**src/rtl/ip_codma_task_sched_pkg.sv**
```systemverilog
// Shared types for the CoDMA task scheduler: FSM state encoding and the
// queued descriptor layout.
package ip_codma_task_sched_pkg;

  // Wide enough for the largest supported requester count (8).
  localparam int SCHED_ID_W = 3;
  localparam int SCHED_PTR_W = 32;

  typedef enum logic [2:0] {
    IDLE,
    LAUNCH,
    WAIT_BUSY,
    RUN,
    DONE,
    ABORT
  } sched_state_t;

  typedef struct packed {
    logic [SCHED_ID_W-1:0]  id;
    logic [SCHED_PTR_W-1:0] task_ptr;
    logic [SCHED_PTR_W-1:0] status_ptr;
  } sched_entry_t;

endpackage

```
**src/rtl/ip_codma_task_sched_fifo.sv**
```systemverilog
// Small synchronous descriptor FIFO with flush. Storage is not reset; only
// the pointers and the occupancy count are.
module ip_codma_task_fifo
  import ip_codma_task_sched_pkg::*;
#(
  parameter int FIFO_DEPTH = 4
) (
  input  logic                        clk_i,
  input  logic                        reset_i,
  input  logic                        push_i,
  input  sched_entry_t                push_data_i,
  input  logic                        pop_i,
  input  logic                        flush_i,
  output sched_entry_t                pop_data_o,
  output logic                        full_o,
  output logic                        empty_o,
  output logic [$clog2(FIFO_DEPTH):0] count_o
);

  localparam int AW = $clog2(FIFO_DEPTH);

  sched_entry_t  r_mem [FIFO_DEPTH];
  logic [AW-1:0] r_wr_ptr;
  logic [AW-1:0] r_rd_ptr;
  logic [AW:0]   r_count;
  logic          w_push;
  logic          w_pop;

  assign full_o     = (r_count == (AW+1)'(FIFO_DEPTH));
  assign empty_o    = (r_count == '0);
  assign count_o    = r_count;
  assign pop_data_o = r_mem[r_rd_ptr];
  assign w_push     = push_i && !full_o && !flush_i;
  assign w_pop      = pop_i && !empty_o && !flush_i;

  // Pointer and occupancy bookkeeping; flush discards everything queued.
  always_ff @(posedge clk_i or posedge reset_i) begin
    if (reset_i) begin
      r_wr_ptr <= '0;
      r_rd_ptr <= '0;
      r_count  <= '0;
    end else if (flush_i) begin
      r_wr_ptr <= '0;
      r_rd_ptr <= '0;
      r_count  <= '0;
    end else begin
      if (w_push) r_wr_ptr <= r_wr_ptr + 1'b1;
      if (w_pop)  r_rd_ptr <= r_rd_ptr + 1'b1;
      r_count <= r_count + {{AW{1'b0}}, w_push} - {{AW{1'b0}}, w_pop};
    end
  end

  // Descriptor storage write port.
  always_ff @(posedge clk_i) begin
    if (w_push) r_mem[r_wr_ptr] <= push_data_i;
  end

endmodule

```
**src/rtl/ip_codma_task_sched.sv**
```systemverilog
// Shares one CoDMA engine between NUM_REQ requesters: round-robin intake
// into a descriptor FIFO, then one task at a time through start/busy/irq,
// with a completion pulse tagged by requester.
module ip_codma_task_sched
  import ip_codma_task_sched_pkg::*;
#(
  parameter int NUM_REQ      = 2,
  parameter int FIFO_DEPTH   = 4,
  parameter int START_HOLD   = 4,
  parameter int BUSY_TIMEOUT = 16
) (
  input  logic                        clk_i,
  input  logic                        reset_i,
  input  logic [NUM_REQ-1:0]          req_valid_i,
  input  logic [NUM_REQ*32-1:0]       req_task_ptr_i,
  input  logic [NUM_REQ*32-1:0]       req_status_ptr_i,
  output logic [NUM_REQ-1:0]          req_ready_o,
  input  logic                        abort_i,
  output logic                        start_o,
  output logic                        stop_o,
  output logic [31:0]                 task_pointer_o,
  output logic [31:0]                 status_pointer_o,
  input  logic                        busy_i,
  input  logic                        irq_i,
  output logic                        done_o,
  output logic [$clog2(NUM_REQ)-1:0]  done_id_o,
  output logic                        done_err_o,
  output logic [$clog2(FIFO_DEPTH):0] fifo_count_o,
  output logic                        sched_busy_o
);

  localparam int ID_W   = $clog2(NUM_REQ);
  localparam int HOLD_W = $clog2(START_HOLD + 1);
  localparam int TO_W   = $clog2(BUSY_TIMEOUT + 1);

  sched_state_t      r_state;
  logic [ID_W-1:0]   r_rr_ptr;
  logic [ID_W-1:0]   r_cur_id;
  logic [HOLD_W-1:0] r_hold_cnt;
  logic [TO_W-1:0]   r_to_cnt;
  logic              r_busy_seen;
  logic              r_err;
  logic              r_start;
  logic              r_stop;
  logic              r_done;
  logic [ID_W-1:0]   r_done_id;
  logic              r_done_err;
  logic [31:0]       r_task_ptr;
  logic [31:0]       r_status_ptr;

  logic              w_any_valid;
  logic [ID_W-1:0]   w_grant_idx;
  logic [ID_W-1:0]   w_cand;
  logic              w_push;
  logic              w_pop;
  logic              w_fifo_full;
  logic              w_fifo_empty;
  sched_entry_t      w_push_entry;
  sched_entry_t      w_fifo_rd;
  logic              w_unused_id;

  // Round-robin search starting at r_rr_ptr; first valid requester wins.
  always_comb begin
    w_any_valid = 1'b0;
    w_grant_idx = '0;
    w_cand      = '0;
    for (int k = 0; k < NUM_REQ; k++) begin
      w_cand = ID_W'((int'(r_rr_ptr) + k) % NUM_REQ);
      if (!w_any_valid && req_valid_i[w_cand]) begin
        w_any_valid = 1'b1;
        w_grant_idx = w_cand;
      end
    end
  end

  assign req_ready_o = (w_any_valid && !w_fifo_full && !abort_i)
                       ? (NUM_REQ'(1) << w_grant_idx) : '0;
  assign w_push      = |(req_valid_i & req_ready_o);
  // A pop only ever happens on the IDLE -> LAUNCH step.
  assign w_pop       = (r_state == IDLE) && !w_fifo_empty && !abort_i;

  assign w_push_entry.id         = SCHED_ID_W'(w_grant_idx);
  assign w_push_entry.task_ptr   = req_task_ptr_i[32*int'(w_grant_idx) +: 32];
  assign w_push_entry.status_ptr = req_status_ptr_i[32*int'(w_grant_idx) +: 32];
  assign w_unused_id             = ^w_fifo_rd.id;

  ip_codma_task_fifo #(
    .FIFO_DEPTH (FIFO_DEPTH)
  ) u_fifo (
    .clk_i       (clk_i),
    .reset_i     (reset_i),
    .push_i      (w_push),
    .push_data_i (w_push_entry),
    .pop_i       (w_pop),
    .flush_i     (abort_i),
    .pop_data_o  (w_fifo_rd),
    .full_o      (w_fifo_full),
    .empty_o     (w_fifo_empty),
    .count_o     (fifo_count_o)
  );

  // Advance the round-robin pointer past the requester just accepted.
  always_ff @(posedge clk_i or posedge reset_i) begin
    if (reset_i) begin
      r_rr_ptr <= '0;
    end else if (w_push) begin
      r_rr_ptr <= (w_grant_idx == ID_W'(NUM_REQ - 1)) ? '0 : w_grant_idx + 1'b1;
    end
  end

  // Task sequencing FSM with registered CoDMA control and completion outputs.
  always_ff @(posedge clk_i or posedge reset_i) begin
    if (reset_i) begin
      r_state      <= IDLE;
      r_cur_id     <= '0;
      r_hold_cnt   <= '0;
      r_to_cnt     <= '0;
      r_busy_seen  <= 1'b0;
      r_err        <= 1'b0;
      r_start      <= 1'b0;
      r_stop       <= 1'b0;
      r_done       <= 1'b0;
      r_done_id    <= '0;
      r_done_err   <= 1'b0;
      r_task_ptr   <= '0;
      r_status_ptr <= '0;
    end else begin
      r_done <= 1'b0;
      r_stop <= 1'b0;
      // The busy timeout counts from LAUNCH entry and saturates.
      if ((r_state == LAUNCH || r_state == WAIT_BUSY) && r_to_cnt != TO_W'(BUSY_TIMEOUT))
        r_to_cnt <= r_to_cnt + 1'b1;
      if ((r_state == LAUNCH || r_state == WAIT_BUSY || r_state == RUN) && irq_i)
        r_err <= 1'b1;
      case (r_state)
        IDLE: begin
          if (w_pop) begin
            r_task_ptr   <= w_fifo_rd.task_ptr;
            r_status_ptr <= w_fifo_rd.status_ptr;
            r_cur_id     <= w_fifo_rd.id[ID_W-1:0];
            r_err        <= 1'b0;
            r_busy_seen  <= 1'b0;
            r_hold_cnt   <= '0;
            r_to_cnt     <= '0;
            r_start      <= 1'b1;
            r_state      <= LAUNCH;
          end
        end
        LAUNCH: begin
          if (busy_i) r_busy_seen <= 1'b1;
          if (r_hold_cnt == HOLD_W'(START_HOLD - 1)) begin
            r_start <= 1'b0;
            r_state <= (r_busy_seen || busy_i) ? RUN : WAIT_BUSY;
          end else begin
            r_hold_cnt <= r_hold_cnt + 1'b1;
          end
        end
        WAIT_BUSY: begin
          if (busy_i) begin
            r_state <= RUN;
          end else if (r_to_cnt >= TO_W'(BUSY_TIMEOUT - 1)) begin
            r_done     <= 1'b1;
            r_done_id  <= r_cur_id;
            r_done_err <= 1'b1;
            r_state    <= DONE;
          end
        end
        RUN: begin
          if (!busy_i) begin
            r_done     <= 1'b1;
            r_done_id  <= r_cur_id;
            r_done_err <= r_err || irq_i;
            r_state    <= DONE;
          end
        end
        DONE: begin
          r_state <= IDLE;
        end
        ABORT: begin
          if (!r_stop && !busy_i) r_state <= IDLE;
        end
        default: r_state <= IDLE;
      endcase
      // Abort pre-empts an active task; IDLE, DONE and ABORT ignore it.
      if (abort_i && (r_state == LAUNCH || r_state == WAIT_BUSY || r_state == RUN)) begin
        r_state <= ABORT;
        r_stop  <= 1'b1;
        r_start <= 1'b0;
        r_done  <= 1'b0;
      end
    end
  end

  assign start_o          = r_start;
  assign stop_o           = r_stop;
  assign done_o           = r_done;
  assign done_id_o        = r_done_id;
  assign done_err_o       = r_done_err;
  assign task_pointer_o   = r_task_ptr;
  assign status_pointer_o = r_status_ptr;
  assign sched_busy_o     = (r_state != IDLE) || !w_fifo_empty;

endmodule

```
**config.mk**
```make
export PLATFORM = sky130hd
export DESIGN_NAME = ip_codma_task_sched
export DESIGN_NICKNAME = d
export VERILOG_FILES = /design/src/rtl/ip_codma_task_sched_pkg.sv /design/src/rtl/ip_codma_task_sched_fifo.sv /design/src/rtl/ip_codma_task_sched.sv
export SDC_FILE = /design/constraint.sdc
export NUM_CORES = 1
export LEC_CHECK = 0
export CORE_ASPECT_RATIO = 0.7
export CORE_MARGIN = 2
export CORE_UTILIZATION = 58
export DETAILED_ROUTE_END_ITERATION = 10
export PLACE_DENSITY = 0.85
export SYNTH_ARGS = -nofsm -noshare
export SYNTH_HDL_FRONTEND = slang
export SYNTH_SLANG_ARGS = --single-unit
```
**constraint.sdc**
```tcl
create_clock -name clk_i -period 6.1 [get_ports clk_i]
set_clock_uncertainty 0.15 [all_clocks]
set_input_delay 1.22 -clock clk_i [delete_from_list [all_inputs] [get_ports clk_i]]
set_output_delay 1.22 -clock clk_i [all_outputs]
set_load 0.1 [all_outputs]
```
==> implementation parameters, run 1 <==
Parameter                              Value

Run status
  Result of the run ... completed

Clock tree
  CTS tree ... built
  Clock latency at the later pin of the worst-skew pair ... approximately 560 ps
  Setup Fix Bufs, Post-CTS ... 0
  Clock slew seen by the registers of the worst setup and hold paths ... 60 ps
  CTS Root Buffer Type ... sky130_fd_sc_hd__clkbuf_16
  Number of instances resized during post-cts repair ... 0
  Number of sinks on the clock net ... 351
  Max Root-Sink Buffers ... 3
  Clock H-tree levels ... 1
  Number of hold buffers added after cts ... 0
  TritonCTS Buffers ... 31

Floorplan
  Area of the placeable core ... 0.0238 mm²
  Floorplan die height ... 134 µm
  Number of ports placed on the die boundary ... 210
  Die width ... ~190 µm
  Die Area ... 0.0256 mm²
  Count of standard-cell rows ... 47
  Initial Utilization ... 0.593

Timing
  Post-layout worst setup margin ... 1760 ps
  Tightest Pin Transition ... around 1100 ps
  Final worst-path cycle share ... 0.712
  Total negative slack for setup checks ... 0 ps
  Number of max-slew violations in the final report ... 0
  Final setup vio count ... 0
  Setup repair after global routing missed its margin ... no
  Tmin final ... approximately 4300 ps
  Max Clk Rate ... about 230 MHz
  Slew headroom ... 0.283
  Fin. Hold Viols ... 0

Cells and area
  Synth-to-Final Area Change ... 23.8%
  Antenna fix cells ... 0
  Net count reported at finish ... ~1100
  Ratio of cells with drive above 1 in the final layout ... 0.210
  Post-layout instance count excluding filler cells ... between 1000 and 1500
  Post-route cell area ... 0.0174 mm²

Power and ir drop
  Worst ir drop on vdd ... ~360 µV
  Power after layout ... between 8 and 9 mW
  Leak ... about 6.1 nW
  Pwr Density ... approximately 510 mW/mm²

Global route
  Maximum number of pins on one net before global-route repair ... between 70 and 80
  Overall Global Routing Usage ... 0.221
  Leftover overflow at the end of global routing ... 0
  Via count of the first global-routing pass ... 7689
  Initial antenna violation count ... 0
  Wire length of the first global-routing pass ... around 43 mm

Synth
  Fraction of registers with async set/reset ... 0.259
  Share of the yosys chip area belonging to registers ... 0.716
  Most instantiated library cell after synthesis ... sky130_fd_sc_hd__edfxtp_1
  Synth cell types ... 47
  Main area contributors after synthesis ... sky130_fd_sc_hd__edfxtp_1 (55%), sky130_fd_sc_hd__dfrtp_1 (16%), sky130_fd_sc_hd__mux4_2 (10%)
  Top cells by count, synth ... sky130_fd_sc_hd__edfxtp_1 (260), sky130_fd_sc_hd__dfrtp_1 (91), sky130_fd_sc_hd__mux2_1 (75)
  Top_reg_cell synth ... sky130_fd_sc_hd__edfxtp_1
  Post-Syn Nets ... 856
  Cell type with the highest aggregate area in the netlist ... sky130_fd_sc_hd__edfxtp_1
  Cell area after synthesis ... ~0.014 mm²
  Post-synth top area share ... 0.554
  Synth Register Bits ... about 350
  Gate count after technology mapping ... about 710
  Number of warning messages in the yosys log ... 0
  Per-instance average area after synthesis ... roughly 20 µm²
  Number of enable flip-flop cells after synthesis ... 260

Placed design
  Total cell area at the placement stage ... approximately 0.016 mm²
  Worst setup timing slack at the placement stage ... roughly 1800 ps
  # placed instances ... roughly 1200
  I/O Buffers ... around 210
  HPWL after detailed placement ... roughly 16 mm
  Placer Congestion ... approximately 0.8

Routing
  Pre-Repair DR Iteration Count ... 4
  Mean number of vias per cell ... approximately 5.7
  Remaining DRCs ... 0
  Average wire per cell in the routed design ... approximately 22 µm
  Count of nets left with antenna violations after detail routing ... 0
  Total Routed Length ... between 20 and 30 mm
  Starting DRC count in detailed routing ... between 400 and 500
  Vias ... ~7000

Setup path
  Critical path start-end classification ... in2out
  Startpoint type of the worst setup path ... primary input
  Required arrival time at the worst endpoint ... ~4700 ps
  CP endpoint kind ... output pin
  Max FO, Critical Path ... 20
  Arrival @ worst endpoint ... between 2000 and 3000 ps

Worst hold path
  Worst hold path class ... reg2reg

Job
  Max-cap check violation count ... 0
[where the power goes]
group | total (mW) | internal (mW) | leakage [nW] | switching (mW)
clock network | 1.98 | 1.14 | 0.530 | 0.837
logic | 3.50 | 1.03 | 2.10 | 2.47
registers | 3.46 | 3.15 | 3.47 | 0.304
[final timing paths]
path,start,endpoint,slack [ps],depth (start not counted)
max in group asynchronous,reset_i,u_fifo.r_rd_ptr[0],3720,3
setup reg to reg,u_fifo.r_rd_ptr[0],task_pointer_o[17],3300,3
hold reg to reg,task_pointer_o[11],task_pointer_o[11],340,1
hold / removal,task_pointer_o[11],task_pointer_o[11],340,1
setup / recovery,abort_i,req_ready_o[0],1760,6
min in group asynchronous,reset_i,task_pointer_o[13],1000,2
[placed cells by master (no fill, tap or decap), types with 2 or more instances in the layout]
cell,n
sky130_fd_sc_hd__inv_1,14
sky130_fd_sc_hd__o31ai_1,3
sky130_fd_sc_hd__or3_1,4
sky130_fd_sc_hd__mux4_2,65
sky130_fd_sc_hd__o21ai_1,6
sky130_fd_sc_hd__xnor2_1,4
sky130_fd_sc_hd__edfxtp_1,260
sky130_fd_sc_hd__mux2_1,75
sky130_fd_sc_hd__a21oi_1,8
sky130_fd_sc_hd__clkbuf_8,10
sky130_fd_sc_hd__nor2_1,21
sky130_fd_sc_hd__xor2_1,3
sky130_fd_sc_hd__o21bai_1,2
sky130_fd_sc_hd__a211oi_1,2
sky130_fd_sc_hd__buf_4,8
sky130_fd_sc_hd__inv_2,2
sky130_fd_sc_hd__nand2_1,4
sky130_fd_sc_hd__nor2b_1,2
sky130_fd_sc_hd__clkbuf_16,31
sky130_fd_sc_hd__clkinv_2,9
sky130_fd_sc_hd__clkbuf_1,3
sky130_fd_sc_hd__mux2_2,56
sky130_fd_sc_hd__ha_1,11
sky130_fd_sc_hd__nor3_2,2
sky130_fd_sc_hd__and2_4,4
sky130_fd_sc_hd__nand3b_1,2
sky130_fd_sc_hd__clkdlybuf4s50_1,207
sky130_fd_sc_hd__nor3_1,5
sky130_fd_sc_hd__bufinv_16,2
sky130_fd_sc_hd__nand3_1,5
sky130_fd_sc_hd__nand2b_1,2
sky130_fd_sc_hd__dfrtp_1,89
[kinds of logic (layout without fill, tap and decap cells)]
| kind of cell | count (synthesis) | count (layout) | synth area share |
|---|---|---|---|
| compound gates | 30 | 30 | 0.0141 |
| xor+xnor | 7 | 7 | 0.00435 |
| fa+ha+maj | 12 | 12 | 0.0112 |
| buf+inv | 54 | 290 | 0.0229 |
| flops | 351 | 351 | 0.716 |
| mux | 197 | 197 | 0.209 |
| simple gates | 58 | 58 | 0.0219 |
[final cells by class]
cell class / count / area, µm²
inverters: 17 / 66.3
well taps: 318 / 398
repair buffers: 215 / 2130
clock buffers: 44 / 925
fillers: 1391 / 6320
clock inverters: 14 / 130
multi-input cells: 304 / 3700
flip-flops and latches: 351 / 10100
[per-stage QoR]
step / hold slack, ps / utilization
after floorplan: 304 / -
after global placement: 323 / 0.690
after detailed placement: 331 / 0.690
after CTS: 340 / 0.734
after global routing: 354 / 0.734
final: 339 / 0.734
[worst max-delay path, cell delays in order]
cell,delay (ps)
sky130_fd_sc_hd__clkdlybuf4s50_1,740
sky130_fd_sc_hd__a211oi_1,310
sky130_fd_sc_hd__buf_4,220
sky130_fd_sc_hd__inv_1,80
sky130_fd_sc_hd__nor2_1,110
sky130_fd_sc_hd__buf_4,290
[layer usage]
layer / part of all wire / vias to the layer above / track usage
li1: - / 3214 / -
met1: 0.44 / 3744 / 0.304
met3: 0.050 / 31 / 0.0379
met5: 0 / - / 0
met4: 0.018 / 0 / 0.0504
met2: 0.49 / 206 / 0.376
[state kept, by name, indices dropped and copies added (netlist names), 2 cells and up]
register          count
u_fifo.r_mem        260
r_hold_cnt            3
r_state               3
u_fifo.r_wr_ptr       2
u_fifo.r_rd_ptr       2
task_pointer_o       32
u_fifo.count_o        3
status_pointer_o     32
r_to_cnt              5
No activity file was read; power rests on OpenSTA's default activity.
==> inputs of run 2 (changes only) <==
--- a/config.mk
+++ b/config.mk
@@ -7,9 +7,9 @@
 export LEC_CHECK = 0
 export CORE_ASPECT_RATIO = 0.7
 export CORE_MARGIN = 2
-export CORE_UTILIZATION = 58
+export CORE_UTILIZATION = 49
 export DETAILED_ROUTE_END_ITERATION = 10
-export PLACE_DENSITY = 0.85
+export PLACE_DENSITY = 0.76
 export SYNTH_ARGS = -nofsm -noshare
 export SYNTH_HDL_FRONTEND = slang
 export SYNTH_SLANG_ARGS = --single-unit
==> constraint.sdc (replaced) <==
create_clock -name clk_i -period 3.7 [get_ports clk_i]
set_clock_uncertainty 0.15 [all_clocks]
set_input_delay 0.74 -clock clk_i [delete_from_list [all_inputs] [get_ports clk_i]]
set_output_delay 0.74 -clock clk_i [all_outputs]
set_load 0.1 [all_outputs]
==> run 2 against run 1 <==
Clock power rose by 70%; critical path depth did not move; sequential power rose by 64%; sequential share of layout area fell by 0.76 points; power rose by 66%; first-iteration DRC count fell by 14%; critical endpoint unchanged.
==> implementation parameters, run 2 (same netlist as run 1, synthesis figures left out) <==
Parameter                              Value

Run status
  Result of the run ... completed

Floorplan
  Die Area ... 0.0301 mm² (+18%)
  Count of standard-cell rows ... 51 (+8.5%)
  Initial Utilization ... 0.503 (-0.0900)
  Die width ... 207 µm (+8.6%)
  Area of the placeable core ... 0.0280 mm² (+18%)
  Number of ports placed on the die boundary ... 210 (unchanged)
  Floorplan die height ... 146 µm (+8.5%)

Clock tree
  Clock latency at the later pin of the worst-skew pair ... 500 ps (-60 ps)
  Number of instances resized during post-cts repair ... 0 (unchanged)
  Clock H-tree levels ... 2 (+1)
  Number of hold buffers added after cts ... 0 (unchanged)
  Setup Fix Bufs, Post-CTS ... 0 (unchanged)
  TritonCTS Buffers ... 34 (+9.7%)
  Max Root-Sink Buffers ... 3 (unchanged)
  CTS tree ... built
  Clock slew seen by the registers of the worst setup and hold paths ... 50 ps (about the same)
  Number of sinks on the clock net ... 351 (unchanged)
  CTS Root Buffer Type ... sky130_fd_sc_hd__clkbuf_16

Placed design
  I/O Buffers ... 209 (unchanged)
  HPWL after detailed placement ... 16.4 mm (+3.4%)
  Placer Congestion ... 0.775 (-1.6%)

Timing
  Fin. Hold Viols ... 0 (unchanged)
  Total negative slack for setup checks ... 0 ps (unchanged)
  Final setup vio count ... 0 (unchanged)
  Number of max-slew violations in the final report ... 0 (unchanged)
  Setup repair after global routing missed its margin ... no
  Tightest Pin Transition ... 1050 ps (-18.0 ps)
  Final worst-path cycle share ... 0.839
  Slew headroom ... 0.297 (+0.0142)
  Tmin final ... about 3100 ps
  Max Clk Rate ... ~320 MHz

Routing
  Remaining DRCs ... 0 (unchanged)
  Average wire per cell in the routed design ... 20.4 µm (-6.0%)
  Pre-Repair DR Iteration Count ... 6 (+2)
  Starting DRC count in detailed routing ... 386 (-14%)
  Vias ... 7130 (-0.90%)
  Mean number of vias per cell ... 5.37 (-5.7%)
  Count of nets left with antenna violations after detail routing ... 0 (unchanged)
  Total Routed Length ... 27.1 mm (-1.2%)

Cells and area
  Top library cells by usage in the layout, fill and taps aside ... sky130_fd_sc_hd__edfxtp_1 (260), sky130_fd_sc_hd__clkdlybuf4s50_1 (188), sky130_fd_sc_hd__dfrtp_1 (89), sky130_fd_sc_hd__mux2_1 (75), sky130_fd_sc_hd__mux4_2 (65)
  Synth-to-Final Area Change ... 25.5%
  Top register by number of flip-flops ... u_fifo.r_mem
  Number of filler cells placed in the layout ... 1962 (+41%)
  Max reg flops ... 260 (unchanged)
  Leading cell type in the layout, fill and taps excluded ... sky130_fd_sc_hd__edfxtp_1
  Multi-input logic area ... 0.00370 mm² (unchanged)
  Utilization after layout ... 0.631 (-0.103)
  Ratio of cells with drive above 1 in the final layout ... 0.226 (+0.0164)
  FF/Latch Area ... 0.0101 mm² (about the same)
  Antenna fix cells ... 0 (unchanged)
  Net count reported at finish ... 1078 (+1.0%)

Setup path
  Largest delay contributor family on the critical path ... buffers and inverters
  Max FO, Critical Path ... 3 (-85%)
  CP max stage cell ... sky130_fd_sc_hd__clkdlybuf4s50_1
  Worst path cell trace ... clkdlybuf4s50_1, nor2_1, a211oi_1, inv_1, nor2_1, buf_12
  Arrival @ worst endpoint ... 2210 ps (-760 ps)
  Most repeated library cell on the critical path ... sky130_fd_sc_hd__nor2_1
  Critical path start-end classification ... in2out
  CP endpoint kind ... output pin
  Crit-path max cell delay ... 530 ps (-210 ps)
  WP buf/inv ... 3 (-1)
  Startpoint type of the worst setup path ... primary input
  Required arrival time at the worst endpoint ... 2810 ps (-1920 ps)

Global route
  Global-route layer with the greatest usage ... met2
  Initial antenna violation count ... 0 (unchanged)
  Wire length of the first global-routing pass ... 42.8 mm (+0.24%)
  Overall Global Routing Usage ... 0.186 (-0.0345)
  Via count of the first global-routing pass ... 7483 (-2.7%)
  GRT met1 Usage ... 0.262 (-0.0426)
  Leftover overflow at the end of global routing ... 0 (unchanged)
  Met2 track demand over resource in global routing ... 0.303 (-0.0727)
  Maximum number of pins on one net before global-route repair ... 72 (unchanged)
  Met3 Usage GRT ... 0.0345 (-0.00346)

Job
  Max-cap check violation count ... 0 (unchanged)

Power and ir drop
  Worst ir drop on vdd ... 454 µV (+27%)
  Power after layout ... 14.9 mW (+66%)
  Pwr Density ... 840 mW/mm² (+64%)
  Leak ... 6.19 nW (+1.5%)

Worst hold path
  Worst hold path class ... reg2reg
-- run 2: cell types whose count changed in the layout (fill, tap and decap cells not counted), moves of 5 or more --
cell	change
sky130_fd_sc_hd__clkdlybuf4s50_1	-19
sky130_fd_sc_hd__clkbuf_8	-8
sky130_fd_sc_hd__buf_4	+17
sky130_fd_sc_hd__clkinv_2	-5
sky130_fd_sc_hd__clkinv_1	+5
sky130_fd_sc_hd__buf_12	+10
sky130_fd_sc_hd__clkbuf_1	+7
-- run 2: per-stage QoR --
stage / worst slack [ps] / instance area (µm²) / std cells / hold slack (ps)
after floorplan: -204 / 14100 / 709 / 304
after global placement: 650 / 16600 / 1266 / 323
after detailed placement: 598 / 16600 / 1266 / 329
after CTS: 591 / 17700 / 1327 / 343
after global routing: 511 / 17700 / 1327 / 353
final: 597 / 17700 / 1327 / 337
-- run 2: path summary, 6_finish.rpt --
kind                                 from              endpoint  slack (ps)  cells past startpoint
min in group asynchronous         reset_i    task_pointer_o[19]         550                      2
hold reg to reg             r_hold_cnt[0]         r_hold_cnt[0]         340                      1
hold / removal              r_hold_cnt[0]         r_hold_cnt[0]         340                      1
setup / recovery           req_valid_i[1]        req_ready_o[0]         600                      6
setup reg to reg               r_state[0]     u_fifo.count_o[2]        1030                     11
max in group asynchronous         reset_i  status_pointer_o[11]        2160                      3
-- run 2: final cells by class --
cell class / count / area share
clock buffer: 47 / 0.0532
clock inverter: 14 / 0.00821
inverter: 17 / 0.00375
multi-input combinational: 304 / 0.209
sequential: 351 / 0.571
tap: 371 / 0.0263
timing repair buffer: 223 / 0.128
-- run 2: where the power goes --
group	switching, mW	total [mW]	internal, mW
clock network	1.37	3.36	1.99
registers	0.496	5.69	5.19
logic	4.09	5.81	1.72
total	5.95	14.9	8.90
-- run 2: metal layers --
layer,up-vias,share of wire
met1,3601,0.44
met2,237,0.48
met4,0,0.019
met5,-,0
met3,46,0.060
li1,3246,-
